<file path="config.mk">
export PLATFORM = sky130hd
export DESIGN_NAME = dds_voice_flat
export DESIGN_NICKNAME = d
export VERILOG_FILES = /design/src/rtl/dds_voice_if.sv /design/src/rtl/dds_voice.sv /design/src/flat_wrapper.sv
export SDC_FILE = /design/constraint.sdc
export NUM_CORES = 1
export LEC_CHECK = 0
export BUFFER_PORTS_ARGS = -buffer_cell sky130_fd_sc_hd__buf_2
export CAP_MARGIN = 20
export CORE_UTILIZATION = 60
export DETAILED_ROUTE_END_ITERATION = 7
export PLACE_DENSITY = 0.88
export SLEW_MARGIN = 0
export SYNTH_ARGS = -nofsm -noshare
export SYNTH_HDL_FRONTEND = slang
export SYNTH_SLANG_ARGS = --single-unit
</file>
<file path="constraint.sdc">
create_clock -name clk -period 9.22 [get_ports clk]
set_clock_uncertainty 0.2 [all_clocks]
set_input_delay 1.383 -clock clk [delete_from_list [all_inputs] [get_ports clk]]
set_output_delay 1.383 -clock clk [all_outputs]
set_load 0.05 [all_outputs]
</file>
<file path="src/rtl/dds_voice_if.sv">
// Sequencer-side bundle for one DDS voice.
// Carries the tick/control strobes, the config words and the sample output.
interface dds_voice_if #(
    parameter int PHASE_WIDTH = 32,
    parameter int OUT_WIDTH   = 16,
    parameter int VOL_WIDTH   = 6,
    parameter int DUTY_WIDTH  = 4
);
    logic                   tick;
    logic                   enable;
    logic                   key_on;
    logic                   cfg_load;
    logic [PHASE_WIDTH-1:0] cfg_freq;
    logic [1:0]             cfg_wave;
    logic [DUTY_WIDTH-1:0]  cfg_duty;
    logic [VOL_WIDTH-1:0]   cfg_vol;
    logic                   cfg_pending;
    logic                   wrap;
    logic [OUT_WIDTH-1:0]   wave_out;

    modport master (
        output tick, enable, key_on, cfg_load,
        output cfg_freq, cfg_wave, cfg_duty, cfg_vol,
        input  cfg_pending, wrap, wave_out
    );

    modport slave (
        input  tick, enable, key_on, cfg_load,
        input  cfg_freq, cfg_wave, cfg_duty, cfg_vol,
        output cfg_pending, wrap, wave_out
    );
endinterface

</file>
<file path="src/rtl/dds_voice.sv">
// Multi-waveform DDS voice: phase accumulator, saw/tri/pulse/noise, volume.
// Config is double-buffered and lands on phase wrap so edits never click.
module dds_voice #(
    parameter int PHASE_WIDTH  = 32,
    parameter int OUT_WIDTH    = 16,
    parameter int VOL_WIDTH    = 6,
    parameter int DUTY_WIDTH   = 4,
    parameter int OUT_UNSIGNED = 1
) (
    input logic       clk,
    input logic       rst_active_high,
    dds_voice_if.slave vif
);
    localparam int PW = PHASE_WIDTH;
    localparam int N  = OUT_WIDTH;
    localparam int V  = VOL_WIDTH;
    localparam int D  = DUTY_WIDTH;

    localparam logic [N-1:0] HALF = {1'b1, {(N-1){1'b0}}};
    localparam logic [N-1:0] OFFS = (OUT_UNSIGNED != 0) ? HALF : '0;

    logic [PW-1:0] phase_q, phase_d;
    logic [PW-1:0] freq_sh_q, freq_act_q;
    logic [1:0]    wave_sh_q, wave_act_q;
    logic [D-1:0]  duty_sh_q, duty_act_q;
    logic [V-1:0]  vol_sh_q, vol_act_q;
    logic          pending_q;
    logic [15:0]   lfsr_q, lfsr_d;
    logic          wrap_q;
    logic [N-1:0]  w_q, w_d;
    logic [V-1:0]  volp_q;
    logic [N-1:0]  out_q, out_d;

    logic [PW:0]   sum;
    logic          carry;
    logic          run;
    logic          apply;
    logic          lfsr_step;

    always_comb begin
        sum   = {1'b0, phase_q} + {1'b0, freq_act_q};
        carry = sum[PW];
        run   = vif.tick && vif.enable;
        apply = pending_q &&
                (!vif.enable || (vif.tick && (carry || vif.key_on)));
        // Noise clocks whenever the top nibble of phase moves: 16 steps/period
        lfsr_step = run && !vif.key_on &&
                    (sum[PW:PW-4] != {1'b0, phase_q[PW-1:PW-4]});
        phase_d = phase_q;
        if (vif.tick && vif.key_on) begin
            phase_d = '0;
        end else if (run) begin
            phase_d = sum[PW-1:0];
        end
        lfsr_d = lfsr_q;
        if (lfsr_step) begin
            lfsr_d = {lfsr_q[0] ^ lfsr_q[2] ^ lfsr_q[3] ^ lfsr_q[5],
                      lfsr_q[15:1]};
        end
    end

    logic [N-1:0] noise_w;

    generate
        if (N > 16) begin : g_noise_ext
            assign noise_w = {{(N-16){lfsr_q[15]}}, lfsr_q};
        end else begin : g_noise_trunc
            assign noise_w = lfsr_q[N-1:0];
        end
    endgenerate

    logic [N-1:0] p;
    logic [N-1:0] p2;
    logic [N-1:0] tri_u;

    always_comb begin
        p     = phase_q[PW-1 -: N];
        p2    = {p[N-2:0], 1'b0};
        tri_u = p[N-1] ? ~p2 : p2;
        w_d   = '0;
        unique case (wave_act_q)
            2'd0:    w_d = p ^ HALF;
            2'd1:    w_d = tri_u ^ HALF;
            2'd2:    w_d = (p[N-1 -: D] < duty_act_q) ? ~HALF : HALF;
            default: w_d = noise_w;
        endcase
    end

    logic signed [N+V:0] prod;

    always_comb begin
        prod  = $signed(w_q) * $signed({1'b0, volp_q});
        out_d = N'(prod >>> V) + OFFS;
    end

    always_ff @(posedge clk or posedge rst_active_high) begin
        if (rst_active_high) begin
            phase_q    <= '0;
            freq_sh_q  <= '0;
            wave_sh_q  <= '0;
            duty_sh_q  <= '0;
            vol_sh_q   <= '0;
            freq_act_q <= '0;
            wave_act_q <= '0;
            duty_act_q <= '0;
            vol_act_q  <= '0;
            pending_q  <= 1'b0;
            lfsr_q     <= 16'hACE1;
            wrap_q     <= 1'b0;
            w_q        <= '0;
            volp_q     <= '0;
            out_q      <= OFFS;
        end else begin
            if (vif.cfg_load) begin
                freq_sh_q <= vif.cfg_freq;
                wave_sh_q <= vif.cfg_wave;
                duty_sh_q <= vif.cfg_duty;
                vol_sh_q  <= vif.cfg_vol;
            end
            pending_q <= vif.cfg_load || (pending_q && !apply);
            if (apply) begin
                freq_act_q <= freq_sh_q;
                wave_act_q <= wave_sh_q;
                duty_act_q <= duty_sh_q;
                vol_act_q  <= vol_sh_q;
            end
            phase_q <= phase_d;
            lfsr_q  <= lfsr_d;
            wrap_q  <= run && carry && !vif.key_on;
            // Volume travels with its sample so a change lands 2 ticks later
            if (vif.tick) begin
                w_q    <= w_d;
                volp_q <= vol_act_q;
                out_q  <= out_d;
            end
        end
    end

    assign vif.cfg_pending = pending_q;
    assign vif.wrap        = wrap_q;
    assign vif.wave_out    = out_q;
endmodule
</file>
<file path="src/flat_wrapper.sv">
// flat-port wrapper written by rule: the top's interface ports become plain ports
module dds_voice_flat 
#(
    parameter int PHASE_WIDTH  = 32,
    parameter int OUT_WIDTH    = 16,
    parameter int VOL_WIDTH    = 6,
    parameter int DUTY_WIDTH   = 4,
    parameter int OUT_UNSIGNED = 1
)
  (clk, rst_active_high, vif_tick, vif_enable, vif_key_on, vif_cfg_load, vif_cfg_freq, vif_cfg_wave, vif_cfg_duty, vif_cfg_vol, vif_cfg_pending, vif_wrap, vif_wave_out);
  dds_voice_if #(.PHASE_WIDTH(PHASE_WIDTH), .OUT_WIDTH(OUT_WIDTH), .VOL_WIDTH(VOL_WIDTH), .DUTY_WIDTH(DUTY_WIDTH)) vif_i ();
  input logic clk;
  input logic rst_active_high;
  input wire logic [$bits(vif_i.tick)-1:0] vif_tick;
  input wire logic [$bits(vif_i.enable)-1:0] vif_enable;
  input wire logic [$bits(vif_i.key_on)-1:0] vif_key_on;
  input wire logic [$bits(vif_i.cfg_load)-1:0] vif_cfg_load;
  input wire logic [$bits(vif_i.cfg_freq)-1:0] vif_cfg_freq;
  input wire logic [$bits(vif_i.cfg_wave)-1:0] vif_cfg_wave;
  input wire logic [$bits(vif_i.cfg_duty)-1:0] vif_cfg_duty;
  input wire logic [$bits(vif_i.cfg_vol)-1:0] vif_cfg_vol;
  output wire logic [$bits(vif_i.cfg_pending)-1:0] vif_cfg_pending;
  output wire logic [$bits(vif_i.wrap)-1:0] vif_wrap;
  output wire logic [$bits(vif_i.wave_out)-1:0] vif_wave_out;
  assign vif_i.tick = vif_tick;
  assign vif_i.enable = vif_enable;
  assign vif_i.key_on = vif_key_on;
  assign vif_i.cfg_load = vif_cfg_load;
  assign vif_i.cfg_freq = vif_cfg_freq;
  assign vif_i.cfg_wave = vif_cfg_wave;
  assign vif_i.cfg_duty = vif_cfg_duty;
  assign vif_i.cfg_vol = vif_cfg_vol;
  assign vif_cfg_pending = vif_i.cfg_pending;
  assign vif_wrap = vif_i.wrap;
  assign vif_wave_out = vif_i.wave_out;
  dds_voice #(.PHASE_WIDTH(PHASE_WIDTH), .OUT_WIDTH(OUT_WIDTH), .VOL_WIDTH(VOL_WIDTH), .DUTY_WIDTH(DUTY_WIDTH), .OUT_UNSIGNED(OUT_UNSIGNED)) u_core (.clk(clk), .rst_active_high(rst_active_high), .vif(vif_i));
endmodule
</file>
# --- After elaboration in Yosys (flattened, before gate mapping) ---
# Index checks and enable logic that the tools add are counted.
word_totals:
  reg_bits: 176
  out_inout_bits: 18
op_classes:
  add_sub_neg: 2
  multipliers: 1
  order_cmp: 1
  n_eq_ne: 3
  n_mux: 5
  n_bitwise: 6
  reduce_logical: 17
op_table:
  columns: ["op", "count"]
  rows:
  - ["32-bit two-way mux", 2]
  - ["16-bit one-hot mux with 3 select lines", 1]
  - ["32-bit by 32-bit adder with 33-bit output", 1]
  - ["16-bit two-way mux", 2]
  - ["16-bit by 7-bit multiplier with 22-bit output", 1]
  - ["16-bit adder, second input constant", 1]
  - ["16-bit NOT", 1]
  - ["1-bit logical AND", 9]
  - ["5-bit by 4-bit inequality test with 1-bit output", 1]
  - ["4-bit < comparator", 1]
  - ["1-bit zero test", 3]
  - ["1-bit logical OR", 3]
  - ["1-bit XOR", 3]
  - ["2-bit by 1-bit equality test with 1-bit output, second input constant", 1]
  - ["2-bit equality test, second input constant", 1]
  - ["2-bit zero test", 1]
  - ["1-bit NOT", 2]
  - ["2-bit nonzero test", 1]

# --- Logic depth before layout (Yosys ltp) ---
# Gate-level depths: netlist of run 1.
logic_depth:
  word_depth: 8
  mapped_depth: 20
  ltp_nobuf: 19

# --- Worst setup path after synthesis of run 1 ---
# No wires, ideal clock.
synth_timing:
  path_kind: "reg-to-reg"
  startpoint: "register u_core.volp_q[1]"
  endpoint: "register u_core.out_q[14] (netlist: u_core.vif.wave_out[14])"
  t_arrival_ps: 5088
  t_required_ps: 8900
  path_slack_ps: 3811
  path_stages_with_launch: 19
  cell_sequence: "dfrtp_1 -> clkbuf_1 -> and2_1 -> fa_1 -> fa_1 -> fa_1 -> inv_1 -> fa_1 -> inv_1 -> ha_1 -> a21o_1 -> a21oi_1 -> or4b_1 -> and3_1 -> o21ai_1 -> a21oi_1 -> o21a_1 -> or3_1 -> a31o_2"
synth_via:
  elab_chain_cells: 2
synth_lines:
  columns: ["element", "line", "source"]
  rows:
  - ["start, declared", "dds_voice.sv:31", "logic [V-1:0] volp_q;"]
  - ["start signal, assigned", "dds_voice.sv:133", "volp_q <= vol_act_q;"]
  - ["16-bit by 7-bit multiplier with 22-bit output", "dds_voice.sv:92", "prod = $signed(w_q) * $signed({1'b0, volp_q});"]
  - ["16-bit adder", "dds_voice.sv:93", "out_d = N'(prod >>> V) + OFFS;"]
  - ["end signal, assigned", "dds_voice.sv:134", "out_q <= out_d;"]
  - ["end, declared", "dds_voice.sv:32", "logic [N-1:0] out_q, out_d;"]
# Every way passes these cells.
# A chain may end at the register's enable or synchronous reset.

# --- Final worst setup path of run 1 ---
layout_timing:
  startpoint: "register u_core.volp_q[3]"
  endpoint: "register u_core.out_q[14] (netlist: u_core.vif.wave_out[14])"
# Same word-level chain as after synthesis.

==> results.json, run 1 <==
{
  "status": "finished clean",
  "critPathCaptureType": "flop",
  "synthesis.instances": 1094,
  "hold_class": "reg2reg",
  "cts_tree": "done",
  "slew_headroom": 0.329,
  "setup_slack_ps": 3370,
  "hold_viol_final": 0,
  "wl_met3_um": 663,
  "synthesis.area_um2": 11900,
  "setup_viol": 0,
  "worst_slew_pin_slew_ps": 1010,
  "io_pins": 68,
  "final.setup.tns_ps": 0,
  "synth_flop_cell": "dfrtp_1",
  "critPathKind": "reg2reg",
  "die_h_um": 143,
  "grt_overflow": 0,
  "fin_nets": 1333,
  "num_antenna_cells": 0,
  "ys_async_sr_fraction": 1.00,
  "fin_crit_ps": 5850,
  "antenna_found_initial": 0,
  "synth-xor-area-share": 0.0491,
  "cp_common_cell": "fa_1",
  "place_ws_ps": 3390,
  "synth_cell_types": 65,
  "routabilityCongestion": 0.894,
  "clkLatencyLatePin_ps": 430,
  "drt_wl_total_mm": 24.4,
  "yosys-top-cells-area": "dfrtp_1 35%, fa_1 11%, ha_1 8.0%",
  "fin_crit_sh": 0.634,
  "synth_top_area_frac": 0.351,
  "syn_area_per_cell_um2": 10.9,
  "ys_seq_area_frac": 0.370,
  "required_ps": 9340,
  "drtIter0Drc": 530,
  "yosysMostFrequentCell": "dfrtp_1",
  "detail_route.vias_per_cell": 5.81,
  "synth_top_family_by_area": "adder cells",
  "path_clk_slew_ps": 70,
  "drc": 0,
  "worstPathCellList": "and2_1 -> fa_1 -> fa_1 -> fa_1 -> inv_1 -> fa_1 -> inv_1 -> ha_1 -> a21o_1 -> a21oi_1 -> or4b_1 -> and3_1 -> o21ai_1 -> a21oi_1 -> o21a_1 -> or3_1 -> a31o_2",
  "layout.cells.non_filler": 1420,
  "synthMuxAreaShare": 0.122,
  "die_area_um2": 20400,
  "synth_seq_cells": 176,
  "rsz0062_at_grt": "false",
  "area_delta_synth_final_pct": 10.6,
  "clk_path_buf_depth": 2,
  "dpl.hpwl_mm": 17.9,
  "dr.pass1.iters": 5,
  "synth_edf_count": 0,
  "arrival_ps": 5970,
  "num_vias": 8245,
  "rows": 51,
  "synth_nets": 1285,
  "start_kind": "flop",
  "grt_pass1_wl_mm": 41.8,
  "synth_compound_area_frac": 0.123,
  "grt_pass1_vias": 8742,
  "cts.repair.resized": 0,
  "cpPeakStageDelay_ps": 570,
  "numCtsBuffers": 17,
  "wl_met2_mm": 12.9,
  "fin_hold_ws_ps": 285,
  "port-buffer-count": 67,
  "slew_violations": 0,
  "cp_max_fo": 17,
  "place_inst": 1386,
  "root_buffer": "clkbuf_16",
  "die_w_um": 143,
  "synth_top_cell_by_area": "dfrtp_1",
  "top_layer_used": "met4",
  "detail_route.wl_per_cell_um": 17.2,
  "drive_above_1_share": 0.174,
  "synth_common_cells": "167 x dfrtp_1, 103 x inv_1, 83 x and2_1",
  "fill_cells": 1370,
  "synthAdderAreaFrac": 0.189,
  "core_um2": 19500,
  "ys_warn_count": 0,
  "grt_max_degree": 116,
  "clock-sinks": 176,
  "cap_viol_max_count": 0,
  "post-cts-setup-buffers": 0,
  "hold_buffers": 0,
  "fmax_ghz": 0.171,
  "wl_met1_mm": 10.2,
  "synthSimpleGateAreaFrac": 0.0968,
  "grt_usage": 0.262,
  "htree_levels": 4,
  "slowest_stage": "fa_1",
  "start_util": 0.612,
  "ant_nets": 0
}
## stage by stage
stage / util / area, um2
after global routing: 0.677 / 13200
after CTS: 0.675 / 13100
after detailed placement: 0.639 / 12400
after floorplan: - / 11900
after global placement: 0.639 / 12400
final: 0.677 / 13200
## per-layer routing
layer  up-vias  global-route usage
met4         0               0.108
met5         -                   0
li1       3881                   -
met1      4134               0.315
met3        50              0.0355
met2       180               0.472
## worst paths after layout
check,start,endpoint,slack [ps],cells after the start
max in group asynchronous,rst_active_high,u_core.freq_sh_q[28]$_DFFE_PP0P_,7120,3
setup / recovery,u_core.volp_q[3]$_DFFE_PP0P_,u_core.vif.wave_out[14]$_DFFE_PP0P_,3370,17
hold / removal,u_core.freq_sh_q[4]$_DFFE_PP0P_,u_core.freq_act_q[4]$_DFFE_PP0P_,280,1
min in group asynchronous,rst_active_high,u_core.freq_sh_q[16]$_DFFE_PP0P_,690,2
hold reg to reg,u_core.freq_sh_q[4]$_DFFE_PP0P_,u_core.freq_act_q[4]$_DFFE_PP0P_,280,1
setup reg to reg,u_core.volp_q[3]$_DFFE_PP0P_,u_core.vif.wave_out[14]$_DFFE_PP0P_,3370,17
## cell families (layout without fill, tap and decap cells)
group	Yosys count	count (layout)
buffers and inverters	149	210
adders and majority gates	141	141
xor gates and xnor gates	66	66
muxes	126	126
and+or+nand+nor	217	217
DFF	176	176
AOI/OAI and AO/OA	219	219
## cell type report
| type | instances | area, um2 | share of cell area |
|---|---|---|---|
| Multi-Input combinational cell | 769 | 6920 | 0.525 |
| Sequential cell | 176 | 4420 | 0.335 |
| Clock buffer | 19 | 443 | 0.0336 |
| Timing Repair Buffer | 75 | 435 | 0.0330 |
| Inverter | 103 | 392 | 0.0297 |
| Tap cell | 265 | 332 | 0.0252 |
| Clock inverter | 13 | 245 | 0.0186 |
## sequential cells by signal (all words and copies together) (netlist names), 6 cells and up
signal,count
u_core.freq_sh_q,32
u_core.vol_sh_q,6
u_core.phase_q,32
u_core.vol_act_q,6
u_core.w_q,16
u_core.vif.wave_out,16
u_core.freq_act_q,32
u_core.volp_q,6
u_core.lfsr_q,16
## cell usage in the layout, fill, tap and decap left out, drive strengths merged, types with 27 or more instances in the layout
cell and instances:
a21oi 41, and2 83, buf 75, dfrtp 167, fa 65, ha 76
inv 109, mux2 121, nand2 60, nor2 27, o21ai 55, xnor2 47
## critical path, delay by kind of cell, from the launching register on
| kind | cells | cell delay, ps |
|---|---|---|
| AO/OA/AOI/OAI | 6 | 1190 |
| adder cells (fa/ha/maj) | 5 | 2440 |
| buffers and inverters | 2 | 110 |
| flip-flops | 1 | 540 |
| AND/OR/NAND/NOR | 4 | 1250 |
Power of run 1 is not shown: default switching activity piles up to over one toggle a cycle in this logic, so the estimate is an artifact.
==> inputs of run 2 (changes only) <==
--- a/config.mk
+++ b/config.mk
@@ -5,11 +5,12 @@
 export SDC_FILE = /design/constraint.sdc
 export NUM_CORES = 1
 export LEC_CHECK = 0
+export ABC_AREA = 1
 export BUFFER_PORTS_ARGS = -buffer_cell sky130_fd_sc_hd__buf_2
 export CAP_MARGIN = 20
-export CORE_UTILIZATION = 60
+export CORE_UTILIZATION = 57
 export DETAILED_ROUTE_END_ITERATION = 7
-export PLACE_DENSITY = 0.88
+export PLACE_DENSITY = 0.87
 export SLEW_MARGIN = 0
 export SYNTH_ARGS = -nofsm -noshare
 export SYNTH_HDL_FRONTEND = slang
==> constraint.sdc (replaced) <==
create_clock -name clk -period 5.15 [get_ports clk]
set_clock_uncertainty 0.2 [all_clocks]
set_input_delay 0.7725 -clock clk [delete_from_list [all_inputs] [get_ports clk]]
set_output_delay 0.7725 -clock clk [all_outputs]
set_load 0.05 [all_outputs]
==> run 2 against run 1 <==
The flow now finishes with violations (design-rule violations). Synthesized cell count up 58%. Sequential share of layout area down 1.9 points. Register-to-register slack worse by 3100 ps. Die area up 13%. Maximum frequency up 19%.
==> results.json, run 2 <==
{
  "worstPathCellList": "nand2_1 -> inv_1 -> fa_1 -> inv_1 -> fa_1 -> inv_1 -> fa_1 -> inv_1 -> fa_1 -> inv_1 -> ha_1 -> a21oi_1 -> o21ai_0 -> o21bai_1 -> a21oi_2 -> o21ai_1 -> nand2_1 -> nand2_1 -> or2_2 -> nand3_1 -> nand2_1",
  "final_cell_mix": "636 x nand2_1, 240 x inv_1, 166 x dfrtp_1, 122 x nand3_1, 76 x ha_1",
  "setup_viol": 0,
  "synth_top_family_by_area": "simple AND/OR/NAND/NOR gates",
  "regArea_um2": 4420,
  "p_per_area_nw_per_um2": 443,
  "final_common_cell": "nand2_1",
  "cp_max_fo": 7,
  "leakagePower_nw": 8.11,
  "num_vias": 11100,
  "die_h_um": 152,
  "hold_viol_final": 0,
  "drive_above_1_share": 0.109,
  "post-cts-setup-buffers": 0,
  "yosysMostFrequentCell": "nand2_1",
  "synth-xor-area-share": 0.0123,
  "port-buffer-count": 67,
  "p_comb_frac": 0.487,
  "drc": 14,
  "synth_compound_area_frac": 0.0886,
  "num_antenna_cells": 0,
  "peakVddDrop_mv": 0.238,
  "start_util": 0.586,
  "htree_levels": 4,
  "synthAdderAreaFrac": 0.175,
  "place_inst": 2028,
  "cts_tree": "done",
  "status": "finished with violations",
  "cap_viol_max_count": 0,
  "synth_edf_count": 0,
  "ys_async_sr_fraction": 1.00,
  "rows": 54,
  "slew_headroom": 0.324,
  "critPathKind": "reg2reg",
  "die_area_um2": 23200,
  "arrival_ps": 5080,
  "regToRegSetupSlack_ps": 240,
  "core_um2": 22000,
  "fin_crit_sh": 0.953,
  "synth_flop_cell": "dfrtp_1",
  "synth_top_area_frac": 0.325,
  "grt_overflow": 0,
  "fin_nets": 1958,
  "final_util": 0.638,
  "dpl.hpwl_mm": 22.4,
  "clk_path_buf_depth": 2,
  "ys_warn_count": 0,
  "fill_cells": 1859,
  "area_delta_synth_final_pct": 8.86,
  "largest_registers": "u_core.freq_act_q (32), u_core.freq_sh_q (32), u_core.phase_q (32)",
  "ant_nets": 0,
  "reg2regPathDepth": 21,
  "switchingPower_mw": 2.86,
  "grt_pass1_vias": 11100,
  "cp_top_family": "adder cells",
  "routabilityCongestion": 0.990,
  "synthSimpleGateAreaFrac": 0.288,
  "fin_crit_ps": 4910,
  "synthesis.area_um2": 12900,
  "synthesis.instances": 1727,
  "worst_slew_pin_slew_ps": 1010,
  "hold_class": "reg2reg",
  "final.setup.tns_ps": 0,
  "numCtsBuffers": 17,
  "hold_depth": 2,
  "hold_buffers": 0,
  "synth_seq_cells": 176,
  "switching_share": 0.460,
  "fmax_ghz": 0.204,
  "required_ps": 5320,
  "violations": "design-rule violations",
  "clkLatencyLatePin_ps": 440,
  "fin_hold_ws_ps": 273,
  "drtIter0Drc": 990,
  "synthMuxAreaShare": 0,
  "io_pins": 68,
  "slowest_stage": "fa_1",
  "seq_power_share": 0.303,
  "multi_input_area_um2": 7270,
  "start_kind": "flop",
  "critPathCaptureType": "flop",
  "p_clk_frac": 0.210,
  "slew_violations": 0,
  "rsz0062_at_grt": "false",
  "worstHoldStart": "u_core.freq_sh_q[29]$_DFFE_PP0P_",
  "path_buf_inv": 5,
  "grt_pass1_wl_mm": 52.2,
  "synth_common_cells": "636 x nand2_1, 241 x inv_1, 167 x dfrtp_1",
  "min_to": "u_core.freq_sh_q[29]$_DFFE_PP0P_",
  "yosys-top-cells-area": "dfrtp_1 32%, nand2_1 19%, fa_1 10%",
  "drt_wl_total_mm": 30.4,
  "synth_cell_types": 51,
  "postLayoutCellArea_um2": 14000,
  "intPower_mw": 3.35,
  "synth_nets": 1918,
  "ys_seq_area_frac": 0.343,
  "grt_max_degree": 177,
  "dpl-instance-area_um2": 13400,
  "detail_route.wl_per_cell_um": 14.8,
  "r2r_start": "u_core.w_q[3]$_DFFE_PP0P_",
  "detail_route.vias_per_cell": 5.40,
  "layout.cells.non_filler": 2060,
  "die_w_um": 152,
  "clock-sinks": 176,
  "grt_usage": 0.277,
  "dr.pass1.iters": 8,
  "synth_top_cell_by_area": "dfrtp_1",
  "cp_common_cell": "inv_1",
  "path_clk_slew_ps": 70,
  "cpPeakStageDelay_ps": 530,
  "worstReg2RegEnd": "u_core.vif.wave_out[15]$_DFFE_PP1P_",
  "root_buffer": "clkbuf_16",
  "syn_area_per_cell_um2": 7.45,
  "antenna_found_initial": 0,
  "cp-startpoint": "u_core.w_q[3]$_DFFE_PP0P_"
}
## run 2: changes by cell type after synthesis, sizes merged, moves of 13 or more
| cell | before | now |
|---|---|---|
| and2 | 83 | 1 |
| a211oi | 19 | 1 |
| inv | 103 | 246 |
| a21oi | 41 | 61 |
| mux2 | 121 | 0 |
| nand2 | 60 | 671 |
| xnor2 | 47 | 10 |
| nand3 | 11 | 125 |
| a31oi | 6 | 20 |
| o21ai | 55 | 68 |
| o221ai | 18 | 0 |
| nor2 | 27 | 74 |
## run 2: cells by family (layout without fill, tap and decap cells)
| logic type | count (synthesis) | after routing |
|---|---|---|
| buffers and inverters | 308 | 361 |
| adder cells (fa/ha/maj) | 141 | 141 |
| AO/OA/AOI/OAI | 192 | 192 |
| XOR/XNOR | 18 | 18 |
| AND/OR/NAND/NOR | 892 | 892 |
| flip-flops | 176 | 176 |
## run 2: worst min-delay path: stages (launching register included)
cell,delay [ps]
dfrtp_1,350
nand2_1,50
nand2_1,40
## run 2: per-layer routing
layer  vias to the layer above  GRT usage  share of wire
li1                       5481          -              -
met1                      5226      0.355           0.44
met2                       353      0.475           0.48
met3                        67     0.0364          0.051
met4                         0      0.116          0.030
met5                         -          0              0
## run 2: worst max-delay path by stage
stage                                     endpoint  slack [ps]  cells past startpoint
4_1_cts        u_core.vif.wave_out[15]$_DFFE_PP1P_         180                     21
5_1_grt        u_core.vif.wave_out[15]$_DFFE_PP1P_           7                     21
6_report       u_core.vif.wave_out[15]$_DFFE_PP1P_         240                     21
3_5_place_dp   u_core.vif.wave_out[15]$_DFFE_PP1P_         210                     21
3_3_place_gp   u_core.vif.wave_out[15]$_DFFE_PP1P_         350                     21
2_1_floorplan  u_core.vif.wave_out[15]$_DFFE_PP1P_         430                     20
## run 2: timing repair
action | in CTS | in global routing
resized for setup | 0 | 5
hold endpoints to repair | 0 | 0
setup endpoints to repair | 0 | 3
## run 2: layout make-up
type | count | share of cell area
multi-input combinational | 1243 | 0.520
sequential | 176 | 0.315
inverter | 249 | 0.0670
timing repair buffer | 80 | 0.0318
clock buffer | 18 | 0.0314
tap | 280 | 0.0250
clock inverter | 14 | 0.00974
## run 2: through the flow
step,setup WS [ps],power (mW)
2_1_floorplan,427,4.19
3_3_place_gp,352,4.76
3_5_place_dp,212,4.89
4_1_cts,184,6.20
5_1_grt,6.60,6.72
6_report,243,6.21
## run 2: power by group through the flow
stage | Sequential [mW] | Combinational [mW] | Clock [mW]
after floorplan | 2.02 | 2.17 | 0
after global placement | 1.88 | 2.88 | 0
after detailed placement | 1.89 | 3.00 | 0
after CTS | 1.87 | 3.02 | 1.31
after global routing | 1.91 | 3.45 | 1.36
final | 1.88 | 3.03 | 1.30
(Power assumes the default switching activity.)
==> inputs of run 3 (changes only) <==
--- a/config.mk
+++ b/config.mk
@@ -8,7 +8,9 @@
 export ABC_AREA = 1
 export BUFFER_PORTS_ARGS = -buffer_cell sky130_fd_sc_hd__buf_2
 export CAP_MARGIN = 20
-export CORE_UTILIZATION = 57
+export CELL_PAD_IN_SITES_DETAIL_PLACEMENT = 1
+export CELL_PAD_IN_SITES_GLOBAL_PLACEMENT = 1
+export CORE_UTILIZATION = 42
 export DETAILED_ROUTE_END_ITERATION = 7
 export PLACE_DENSITY = 0.87
 export SLEW_MARGIN = 0
==> run 3 against run 2 <==
The flow now finishes without violations. Flip-flop and latch count unchanged. Global-route usage fell by 3.2 points. Wire length grew 20%. Worst setup slack worse by 110 ps. Critical path depth is the same. Total power increased by 3.8%. Maximum frequency shrank 2.1%. Die area grew 35%. Clock power rose by 8%. Sequential power about the same. Non-clock buffer count unchanged.
==> results.json, run 3 (synthesized netlist as in run 2, its figures left out) <==
{
  "p_clk_frac": 0.220,
  "grt_usage": 0.245,
  "dr.pass1.iters": 4,
  "intPower_mw": 3.42,
  "port-buffer-count": 67,
  "largest_registers": "u_core.freq_act_q (32), u_core.freq_sh_q (32), u_core.phase_q (32)",
  "final_cell_mix": "636 x nand2_1, 240 x inv_1, 166 x dfrtp_1, 122 x nand3_1, 76 x ha_1",
  "drive_above_1_share": 0.109,
  "die_area_um2": 31300,
  "rsz0062_at_grt": "true",
  "final_common_cell": "nand2_1",
  "io_pins": 68,
  "routabilityCongestion": 0.909,
  "status": "finished clean",
  "peakVddDrop_mv": 0.243,
  "reg2regPathDepth": 21,
  "post-cts-setup-buffers": 0,
  "area_delta_synth_final_pct": 10.4,
  "num_vias": 11400,
  "p_comb_frac": 0.485,
  "drtIter0Drc": 487,
  "cp_max_fo": 7,
  "leakagePower_nw": 8.14,
  "hold_class": "in2async",
  "numCtsBuffers": 17,
  "ant_nets": 0,
  "postLayoutCellArea_um2": 14200,
  "power_mw": 6.44,
  "fin_crit_ps": 5010,
  "cp_common_cell": "inv_1",
  "htree_levels": 4,
  "cts_tree": "done",
  "path_clk_slew_ps": 80,
  "switching_share": 0.469,
  "dpl-instance-area_um2": 13500,
  "antenna_found_initial": 0,
  "die_h_um": 177,
  "r2r_start": "u_core.w_q[3]$_DFFE_PP0P_",
  "regToRegSetupSlack_ps": 140,
  "critPathCaptureType": "flop",
  "hold_viol_final": 0,
  "slew_headroom": 0.256,
  "die_w_um": 177,
  "critPathKind": "reg2reg",
  "grt_pass1_vias": 12100,
  "cpPeakStageDelay_ps": 530,
  "clock-sinks": 176,
  "p_per_area_nw_per_um2": 454,
  "grt_max_degree": 177,
  "clkLatencyLatePin_ps": 450,
  "setup_viol": 0,
  "detail_route.wl_per_cell_um": 16.8,
  "dpl.hpwl_mm": 27.3,
  "worst_slew_pin_slew_ps": 1120,
  "slowest_stage": "fa_1",
  "root_buffer": "clkbuf_16",
  "required_ps": 5320,
  "arrival_ps": 5190,
  "place_inst": 2138,
  "fin_crit_sh": 0.974,
  "seq_power_share": 0.296,
  "clk_path_buf_depth": 2,
  "num_antenna_cells": 0,
  "layout.cells.non_filler": 2170,
  "rows": 63,
  "core_um2": 29900,
  "worstPathCellList": "nand2_1 -> inv_1 -> fa_1 -> inv_1 -> fa_1 -> inv_1 -> fa_1 -> inv_1 -> fa_1 -> inv_1 -> ha_1 -> a21oi_1 -> o21ai_0 -> o21bai_1 -> a21oi_2 -> o21ai_1 -> nand2_1 -> nand2_1 -> or2_2 -> nand3_1 -> nand2_1",
  "grt_overflow": 0,
  "start_util": 0.430,
  "grt_pass1_wl_mm": 61.1,
  "slew_violations": 0,
  "worstReg2RegEnd": "u_core.vif.wave_out[15]$_DFFE_PP1P_",
  "cap_viol_max_count": 0,
  "switchingPower_mw": 3.02,
  "drt_wl_total_mm": 36.5,
  "fmax_ghz": 0.199,
  "drc": 0,
  "fin_nets": 1958,
  "detail_route.vias_per_cell": 5.25,
  "start_kind": "flop"
}
==> run 3: cell count changes in the layout (fill, tap and decap cells not counted), sizes merged <==
cell,change
bufinv,+1
clkbuf,-1
clkinv,+5
clkinvlp,-3
inv,-2
==> run 3: worst max-delay path, delay by kind of cell, from the launching register on <==
kind                       cells  cell delay, ps
AOI/OAI and AO/OA              5             930
adders and majority gates      5            2440
DFF                            1             460
buffers and inverters          5             260
and+or+nand+nor                6             620
==> run 3: metal layers <==
metal  GRT usage  vias up  wire [um]  share of wire
li1            -     5467          -              -
met1       0.318     5621      16500           0.45
met2       0.423      239      17900           0.49
met3      0.0271       60       1200          0.033
met4      0.0844        0        839          0.023
met5           0        -          0              0
==> run 3: worst max path at each step <==
stage / end / from
final: u_core.vif.wave_out[15]$_DFFE_PP1P_ / u_core.w_q[3]$_DFFE_PP0P_
after global routing: u_core.vif.wave_out[15]$_DFFE_PP1P_ / u_core.w_q[3]$_DFFE_PP0P_
after CTS: u_core.vif.wave_out[15]$_DFFE_PP1P_ / u_core.w_q[3]$_DFFE_PP0P_
after detailed placement: u_core.vif.wave_out[15]$_DFFE_PP1P_ / u_core.w_q[3]$_DFFE_PP0P_
after global placement: u_core.vif.wave_out[15]$_DFFE_PP1P_ / u_core.w_q[3]$_DFFE_PP0P_
after floorplan: u_core.vif.wave_out[15]$_DFFE_PP1P_ / u_core.volp_q[3]$_DFFE_PP0P_
==> run 3: layout make-up <==
type | instances | area, um2
Fill cell | 3743 | 15700
Multi-Input combinational cell | 1243 | 7270
Clock buffer | 17 | 425
Inverter | 249 | 938
Tap cell | 390 | 488
Sequential cell | 176 | 4420
Clock inverter | 15 | 213
Timing Repair Buffer | 80 | 445
==> run 3: power groups by stage <==
| stage | Clock, mW | Sequential, mW | Combinational [mW] |
|---|---|---|---|
| floorplan | 0 | 2.02 | 2.17 |
| global placement | 0 | 1.90 | 2.93 |
| detailed placement | 0 | 1.92 | 3.12 |
| CTS | 1.44 | 1.90 | 3.15 |
| global route | 1.49 | 1.94 | 3.54 |
| finish | 1.41 | 1.91 | 3.12 |
==> run 3: stage by stage <==
| stage | setup TNS [ps] | setup WS, ps | utilization | hold slack (ps) |
|---|---|---|---|---|
| global route | -87.1 | -87.1 | 0.475 | 294 |
| floorplan | 0 | 427 | - | 236 |
| global placement | 0 | 296 | 0.453 | 256 |
| CTS | 0 | 56.7 | 0.475 | 280 |
| detailed placement | 0 | 63.1 | 0.453 | 260 |
| finish | 0 | 135 | 0.475 | 273 |
==> run 3: timing repair <==
action | 4_1_cts | 5_1_grt
resized for setup | 0 | 6
endpoints found under the setup margin | 0 | 3
hold buffers | 0 | 0
endpoints found under the hold margin | 0 | 0
